$ cat src/rtl/e_delay_line.sv
// =============================================================================
// e_delay_line : D-stage enabled, valid-tracked delay line with tap and count
// Revision     : 1.0
// =============================================================================
`default_nettype none

module e_delay_line #(
  parameter  int B  = 18,
  parameter  int D  = 4,
  localparam int TW = $clog2(D),
  localparam int CW = $clog2(D + 1)
) (
  input  logic          clk,
  input  logic          rst,
  input  logic          en_i,
  input  logic          clr_i,
  input  logic [B-1:0]  in_i,
  input  logic          in_valid_i,
  input  logic [TW-1:0] tap_sel_i,
  output logic [B-1:0]  out_o,
  output logic          out_valid_o,
  output logic [B-1:0]  tap_o,
  output logic          tap_valid_o,
  output logic [CW-1:0] count_o,
  output logic          full_o,
  output logic          empty_o
);

  logic [B-1:0]  data_q [D];
  logic [D-1:0]  valid_q;
  logic [CW-1:0] count_q;
  logic [CW-1:0] count_d;

  // Entering and leaving words cancel; bounds hold by construction.
  always_comb begin
    count_d = count_q + CW'(in_valid_i) - CW'(valid_q[D-1]);
  end

  always_ff @(posedge clk or posedge rst) begin
    if (rst) begin
      for (int i = 0; i < D; i++) data_q[i] <= '0;
      valid_q <= '0;
      count_q <= '0;
    end else if (clr_i) begin
      for (int i = 0; i < D; i++) data_q[i] <= '0;
      valid_q <= '0;
      count_q <= '0;
    end else if (en_i) begin
      data_q[0] <= in_i;
      for (int i = 1; i < D; i++) data_q[i] <= data_q[i-1];
      valid_q <= {valid_q[D-2:0], in_valid_i};
      count_q <= count_d;
    end
  end

  generate
    if ((2 ** TW) == D) begin : g_tap_pow2
      always_comb begin
        tap_o       = data_q[tap_sel_i];
        tap_valid_o = valid_q[tap_sel_i];
      end
    end else begin : g_tap_guarded
      // Selects past the last stage read as an empty, invalid stage.
      always_comb begin
        tap_o       = '0;
        tap_valid_o = 1'b0;
        if (tap_sel_i < TW'(D)) begin
          tap_o       = data_q[tap_sel_i];
          tap_valid_o = valid_q[tap_sel_i];
        end
      end
    end
  endgenerate

  assign out_o       = data_q[D-1];
  assign out_valid_o = valid_q[D-1];
  assign count_o     = count_q;
  assign full_o      = (count_q == CW'(D));
  assign empty_o     = (count_q == '0);

endmodule

`default_nettype wire

$ cat config.mk
export PLATFORM = sky130hd
export DESIGN_NAME = e_delay_line
export DESIGN_NICKNAME = d
export VERILOG_FILES = /design/src/rtl/e_delay_line.sv
export SDC_FILE = /design/constraint.sdc
export NUM_CORES = 1
export LEC_CHECK = 0
export CELL_PAD_IN_SITES_DETAIL_PLACEMENT = 1
export CELL_PAD_IN_SITES_GLOBAL_PLACEMENT = 1
export CORE_ASPECT_RATIO = 1.75
export CORE_UTILIZATION = 42
export DETAILED_ROUTE_END_ITERATION = 10
export PLACE_DENSITY = 0.9
export SETUP_SLACK_MARGIN = 0.15
export SKIP_LAST_GASP = 1
export SLEW_MARGIN = 15
export SYNTH_ARGS = -nofsm -noshare
export SYNTH_HDL_FRONTEND = slang
export SYNTH_SLANG_ARGS = --single-unit
$ cat constraint.sdc
create_clock -name clk -period 3 [get_ports clk]
set_input_delay 0.45 -clock clk [delete_from_list [all_inputs] [get_ports clk]]
set_output_delay 0.45 -clock clk [all_outputs]
set_load 0.02 [all_outputs]
==> impl_metrics.yaml, run 1 <==
timing:
  totalNegativeSetupSlack_ns: 0
  setup_ws_ns: 0.2215
  post-route-period-util_pct: 92.62
  relative_slew_slack_pct: 56.57
  final.min_clock_period_ns: 2.779
  slew_violations: 0
  setup_repair_after_global_routing_missed_its_margin: "false"
  fmax_mhz: 359.9
  finalClockSkew_ns: 0.003747
  setup_violations: 0
  final-hold-violation-count: 0
  worstMarginPinSlew_ns: 0.6507
route:
  routed_wire_length_per_instance_microns: 17.87
  via_per_inst: 5.094
  ant_nets: 0
  post-route-drc-count: 0
  totalWireLength_mm: 8.540
  detailed_routing_iterations_pass_1: 4
  detail_route.iter0.violations: 103
  route.vias.total: 2435
setup_path:
  timing_worst_setup_path_type: "input pin to primary output"
  critical_path.reg2reg.endpoint: "count_o[2]"
  critical_path.max_fanout: 19
  timing.rr.start: "count_o[0]"
  critical_path.endpoint_type: "primary output"
  worst-endpoint-required_ns: 2.55
  arrival_ns: 2.33
  startpoint_type: "input pin"
  ff2ff_path_depth: 9
  reg2reg_setup_slack_ns: 1.01
min_path:
  whs_endpoint: "valid_q[1]"
  timing.hold.worst.class: "input pin to flop"
  holdPathStages: 2
  worst_min_path_start: "clr_i"
synthesis:
  synth_compound_area_share_pct: 0.3528
  synth_adder_area_share_pct: 1.155
  synth-simple-area-share_pct: 8.082
  synth_top_family_by_area: "multiplexers"
  synth.cell_area_sq_um: 3901
  synth.yosys.warnings: 0
  synth_xor_xnor_area_share_pct: 0.2245
  synthMuxAreaShare_pct: 31.85
  synth-seq-area-share_pct: 50.67
  ys_seq_elements: 79
  postSynthAreaPerCell_sq_um: 12.63
  netlist_instances: 309
  synth_fp_nets: 337
  yosys.cell_types.count: 19
floorplan:
  die_y_microns: 129.5
  rows: 46
  initial_utilization_pct: 43.17
  floorplan.io_pins: 68
  core_area_sq_um: 9036
  die_area_sq_um: 9693
  die_width_microns: 74.86
placement:
  placedInstanceArea_sq_um: 4531
  place_congestion: 0.7082
  dp_slack_ns: 0.1761
  number_of_buffer_cells_added_on_primary_ports: 67
  dpl.hpwl_mm: 5.634
clock_network:
  cts_made_buffers: 9
  clk_transition_reported_paths_ns: 0.05
  h_tree_level_count: 3
  insertion_delay_of_the_later_clocked_pin_in_the_worst_skew_pair_ns: 0.33
  clock_tree.buffer_depth: 2
  cts_tree: "yes"
  cts_repair_resize_count: 0
  clock_sinks: 79
  cts-hold-fix-buffers: 0
  cts_setup_buffers: 0
  cts_root_buffer: "sky130_fd_sc_hd__clkbuf_16"
finish:
  post-route-cell-area_sq_um: 4841
  drive_above_1_share_pct: 9.777
  syn_to_final_growth_pct: 24.09
  antennaDiodeCount: 0
  num-nets-final: 381
  utilization_pct: 53.57
pwr:
  vdd_drop_max_mv: 0.4360
  netSwitchingFraction_pct: 22.91
  netSwitchingPower_uw: 578.3
  combinationalPowerShare_pct: 11.2
  report.power.total_mw: 2.524
  power.share.sequential_pct: 44.6
  share_clk_of_total_power_pct: 44.2
  p_int_mw: 1.945
  power.density_cell_area_nw_per_um2: 521.3
  power.static_leakage_nw: 2.364
global_route:
  gr-total-overflow: 0
  grt_pass1_wl_mm: 13.93
  first_global_vias: 2701
  number_of_antenna_violations_at_the_first_check_in_global_routing: 0
  gr-usage-all-layers_pct: 19.67
  grt_start_max_net_pins: 81
run_status:
  outcome: "finished, final reports clean"
flow_run:
  max_cap_viol_count: 0
-- power groups by stage --
stage | Clock [mW] | Sequential, mW | Combinational [mW]
6_report | 1.12 | 1.13 | 0.283
5_1_grt | 1.18 | 1.13 | 0.307
4_1_cts | 1.14 | 1.13 | 0.289
3_5_place_dp | 0 | 1.14 | 0.287
3_3_place_gp | 0 | 1.14 | 0.275
2_1_floorplan | 0 | 1.14 | 0.186
-- per-stage QoR --
stage          hold WS (ns)  std cells
4_1_cts              0.4927        478
3_3_place_gp         0.5161        462
6_report             0.4949        478
3_5_place_dp         0.5402        462
5_1_grt              0.5058        478
2_1_floorplan        0.4997        309
-- sequential cells by signal, indices dropped and copies added, names as in the netlist --
signal   cells
count_o      3
out_o       18
valid_q      4
data_q      54
-- final cells by class --
cell class,count,area (sq um)
Sequential cell,79,1977
Clock buffer,13,270.3
Tap cell,120,150.1
Fill cell,935,4195
Timing Repair Buffer,73,758.2
Inverter,5,20.02
Clock inverter,3,40.04
Multi-Input combinational cell,185,1625
-- Yosys cell counts --
cell type / count / area share (%)
sky130_fd_sc_hd__dfrtp_1: 79 / 51
sky130_fd_sc_hd__nor2_1: 79 / 7.6
sky130_fd_sc_hd__mux2i_1: 78 / 20
sky130_fd_sc_hd__buf_4: 26 / 5.0
sky130_fd_sc_hd__mux4_2: 10 / 5.8
sky130_fd_sc_hd__mux4_1: 9 / 6.1
sky130_fd_sc_hd__buf_2: 7 / 0.90
sky130_fd_sc_hd__clkbuf_1: 5 / 0.48
sky130_fd_sc_hd__inv_1: 5 / 0.48
sky130_fd_sc_hd__ha_1: 2 / 0.64
sky130_fd_sc_hd__a21oi_1: 1 / 0.13
sky130_fd_sc_hd__a31o_2: 1 / 0.22
sky130_fd_sc_hd__buf_12: 1 / 0.51
sky130_fd_sc_hd__buf_6: 1 / 0.29
sky130_fd_sc_hd__fa_1: 1 / 0.51
sky130_fd_sc_hd__nand2b_1: 1 / 0.16
sky130_fd_sc_hd__nor3_1: 1 / 0.13
sky130_fd_sc_hd__nor3b_1: 1 / 0.19
sky130_fd_sc_hd__xor2_1: 1 / 0.22
-- cells by family after synthesis --
logic type               count (synthesis)
XOR/XNOR                                 1
AO/OA/AOI/OAI                            2
flip-flops                              79
buffers and inverters                   45
adder cells (fa/ha/maj)                  3
AND/OR/NAND/NOR                         82
multiplexers                            97
-- layout by cell type, fill, tap and decap left out, types with 3 or more instances in the layout --
cell type	n
sky130_fd_sc_hd__mux4_2	10
sky130_fd_sc_hd__dfrtp_1	79
sky130_fd_sc_hd__clkinv_2	3
sky130_fd_sc_hd__inv_1	4
sky130_fd_sc_hd__buf_12	4
sky130_fd_sc_hd__mux4_1	9
sky130_fd_sc_hd__clkdlybuf4s50_1	65
sky130_fd_sc_hd__clkbuf_8	3
sky130_fd_sc_hd__clkbuf_16	9
sky130_fd_sc_hd__nor2_1	79
sky130_fd_sc_hd__buf_4	3
sky130_fd_sc_hd__mux2i_1	78
-- routing by layer --
metal  GRT usage, %  vias up  part of all wire, %
li1               -     1134                    -
met1          23.27     1245                   40
met2          33.86       44                   56
met3          3.888       12                  2.3
met4          8.657        0                  2.0
met5              0        -                    0
-- worst max path at each step --
stage | start | end | slack, ns | depth (start not counted)
final | tap_sel_i[0] | tap_o[17] | 0.22 | 4
after global routing | tap_sel_i[0] | tap_o[6] | 0.18 | 4
after CTS | tap_sel_i[0] | tap_o[17] | 0.20 | 4
after detailed placement | tap_sel_i[0] | tap_o[6] | 0.18 | 4
after global placement | tap_sel_i[0] | tap_o[5] | 0.25 | 4
after floorplan | rst | count_o[0] | 0.53 | 1
-- critical path: stages --
cell and delay [ns]:
sky130_fd_sc_hd__clkdlybuf4s50_1 0.51, sky130_fd_sc_hd__buf_12 0.21, sky130_fd_sc_hd__mux4_1 0.59, sky130_fd_sc_hd__clkdlybuf4s50_1 0.57
(Power assumes the default switching activity.)
==> run 2: changes to the inputs <==
Settings changed: HOLD_SLACK_MARGIN set to 0.12.
==> results of run 2 <==
No change in the layout: final DEF, timing and power equal those of run 1.
==> run 3: changes to the inputs <==
Settings changed: CORE_MARGIN set to 10, CTS_CLUSTER_SIZE set to 28.
==> run 3 against run 2 <==
Sequential power about the same. Largest cell class unchanged. Clock power up 4%. Design area rose by 0.59%.
==> impl_metrics.yaml, run 3 (synthesis results as in run 1) <==
placement:
  number_of_buffer_cells_added_on_primary_ports: 67
  placedInstanceArea_sq_um: 4533
  dp_slack_ns: 0.1971
  dpl.hpwl_mm: 6.440
  place_congestion: 0.7415
floorplan:
  floorplan.io_pins: 68
  initial_utilization_pct: 42.90
  die_area_sq_um: 13700
  die_width_microns: 92.86
  core_area_sq_um: 9094
  rows: 46
  die_y_microns: 147.5
finish:
  mostFrequentLayoutCells: "sky130_fd_sc_hd__nor2_1, sky130_fd_sc_hd__dfrtp_1, sky130_fd_sc_hd__mux2i_1"
  top_register: "data_q"
  post-route-cell-area_sq_um: 4870
  fill_cells: 983
  num-nets-final: 383
  layout.area.seq_sq_um: 1977
  number_of_flip_flops_in_the_largest_register: 54
  syn_to_final_growth_pct: 24.82
  area_of_combinational_cells_with_multiple_inputs_sq_um: 1625
  drive_above_1_share_pct: 10.56
timing:
  setup_repair_after_global_routing_missed_its_margin: "false"
  setup_violations: 0
  final.hold.worst_slack_ns: 0.4485
  setup_ws_ns: 0.2166
  post-route-period-util_pct: 92.78
  worstMarginPinSlew_ns: 0.7050
  final-hold-violation-count: 0
  totalNegativeSetupSlack_ns: 0
  final.min_clock_period_ns: 2.783
  finalClockSkew_ns: 0.005648
  fmax_mhz: 359.3
  slew_violations: 0
  relative_slew_slack_pct: 52.95
route:
  routed_wire_length_per_instance_microns: 19.01
  route.vias.total: 2473
  ant_nets: 0
  totalWireLength_mm: 9.144
  detailed_routing_iterations_pass_1: 4
  via_per_inst: 5.141
  detail_route.iter0.violations: 101
  post-route-drc-count: 0
flow_run:
  max_cap_viol_count: 0
clock_network:
  clk_transition_reported_paths_ns: 0.06
  cts_made_buffers: 9
  clock_sinks: 79
  clock_tree.buffer_depth: 2
  cts_root_buffer: "sky130_fd_sc_hd__clkbuf_16"
  cts_setup_buffers: 0
  cts_tree: "yes"
  insertion_delay_of_the_later_clocked_pin_in_the_worst_skew_pair_ns: 0.33
  h_tree_level_count: 3
global_route:
  gr-total-overflow: 0
  gr-usage-all-layers_pct: 14.10
  number_of_antenna_violations_at_the_first_check_in_global_routing: 1
  grt_start_max_net_pins: 43
  first_global_vias: 2830
  grt_pass1_wl_mm: 15.12
min_path:
  timing.hold.worst.class: "input pin to flop"
setup_path:
  reg2reg_setup_slack_ns: 1.00
  critical_path.endpoint_type: "primary output"
  critical_path.max_fanout: 19
  startpoint_type: "input pin"
  worst-endpoint-required_ns: 2.55
  arrival_ns: 2.33
  timing_worst_setup_path_type: "input pin to primary output"
pwr:
  power.density_cell_area_nw_per_um2: 528.6
  vdd_drop_max_mv: 0.3951
  power.static_leakage_nw: 2.414
run_status:
  outcome: "finished, final reports clean"
[run 3: cell count changes in the layout (fill, tap and decap cells not counted), sizes merged]
cell           change
dlymetal6s2s       +2
buf                +2
clkdlybuf4s50      -2
clkinv             -1
diode              +1
clkbuf             +1
[run 3: routing by layer]
layer	track usage, %	share of wire, %	wire length (microns)
met2	25.74	56	5144
met4	6.357	2.4	223
met3	3.753	4.0	366
met1	14.39	37	3410
met5	0	0	0
[run 3: worst paths after layout]
check,end,depth (start not counted),start
min in group asynchronous,data_q[61],2,rst
hold reg to reg,data_q[39],2,data_q[39]
setup / recovery,tap_o[17],4,tap_sel_i[0]
setup reg to reg,count_o[2],9,count_o[0]
max in group asynchronous,data_q[26],3,rst
hold / removal,count_o[0],2,clr_i
[run 3: timing repair]
item / CTS / global route
gates resized for setup: 0 / 2
hold buffers: 0 / 0
endpoints found under the setup margin: 0 / 2
[run 3: report_power, final]
part / internal [mW] / switching (mW)
Clock: 0.756 / 0.409
Sequential: 1.10 / 0.0269
Combinational: 0.137 / 0.146
Total: 1.99 / 0.583
[run 3: stage by stage]
step | util, % | cells | total power [mW]
finish | 53.55 | 481 | 2.574
global route | 53.55 | 481 | 2.683
CTS | 53.47 | 480 | 2.610
detailed placement | 49.85 | 464 | 1.433
global placement | 49.85 | 464 | 1.419
floorplan | - | 309 | 1.323
[run 3: layout make-up]
class | count | area share (%)
well taps | 120 | 3.083
diodes | 1 | 0.05139
multi-input cells | 185 | 33.38
clock buffers | 14 | 6.038
clock inverters | 2 | 0.7194
inverters | 5 | 0.4111
repair buffers | 75 | 15.72
flip-flops and latches | 79 | 40.60
[run 3: worst max-delay path, stage by stage]
cell and delay, ns:
sky130_fd_sc_hd__clkdlybuf4s50_1 0.51, sky130_fd_sc_hd__buf_12 0.21, sky130_fd_sc_hd__mux4_1 0.57, sky130_fd_sc_hd__clkdlybuf4s50_1 0.58
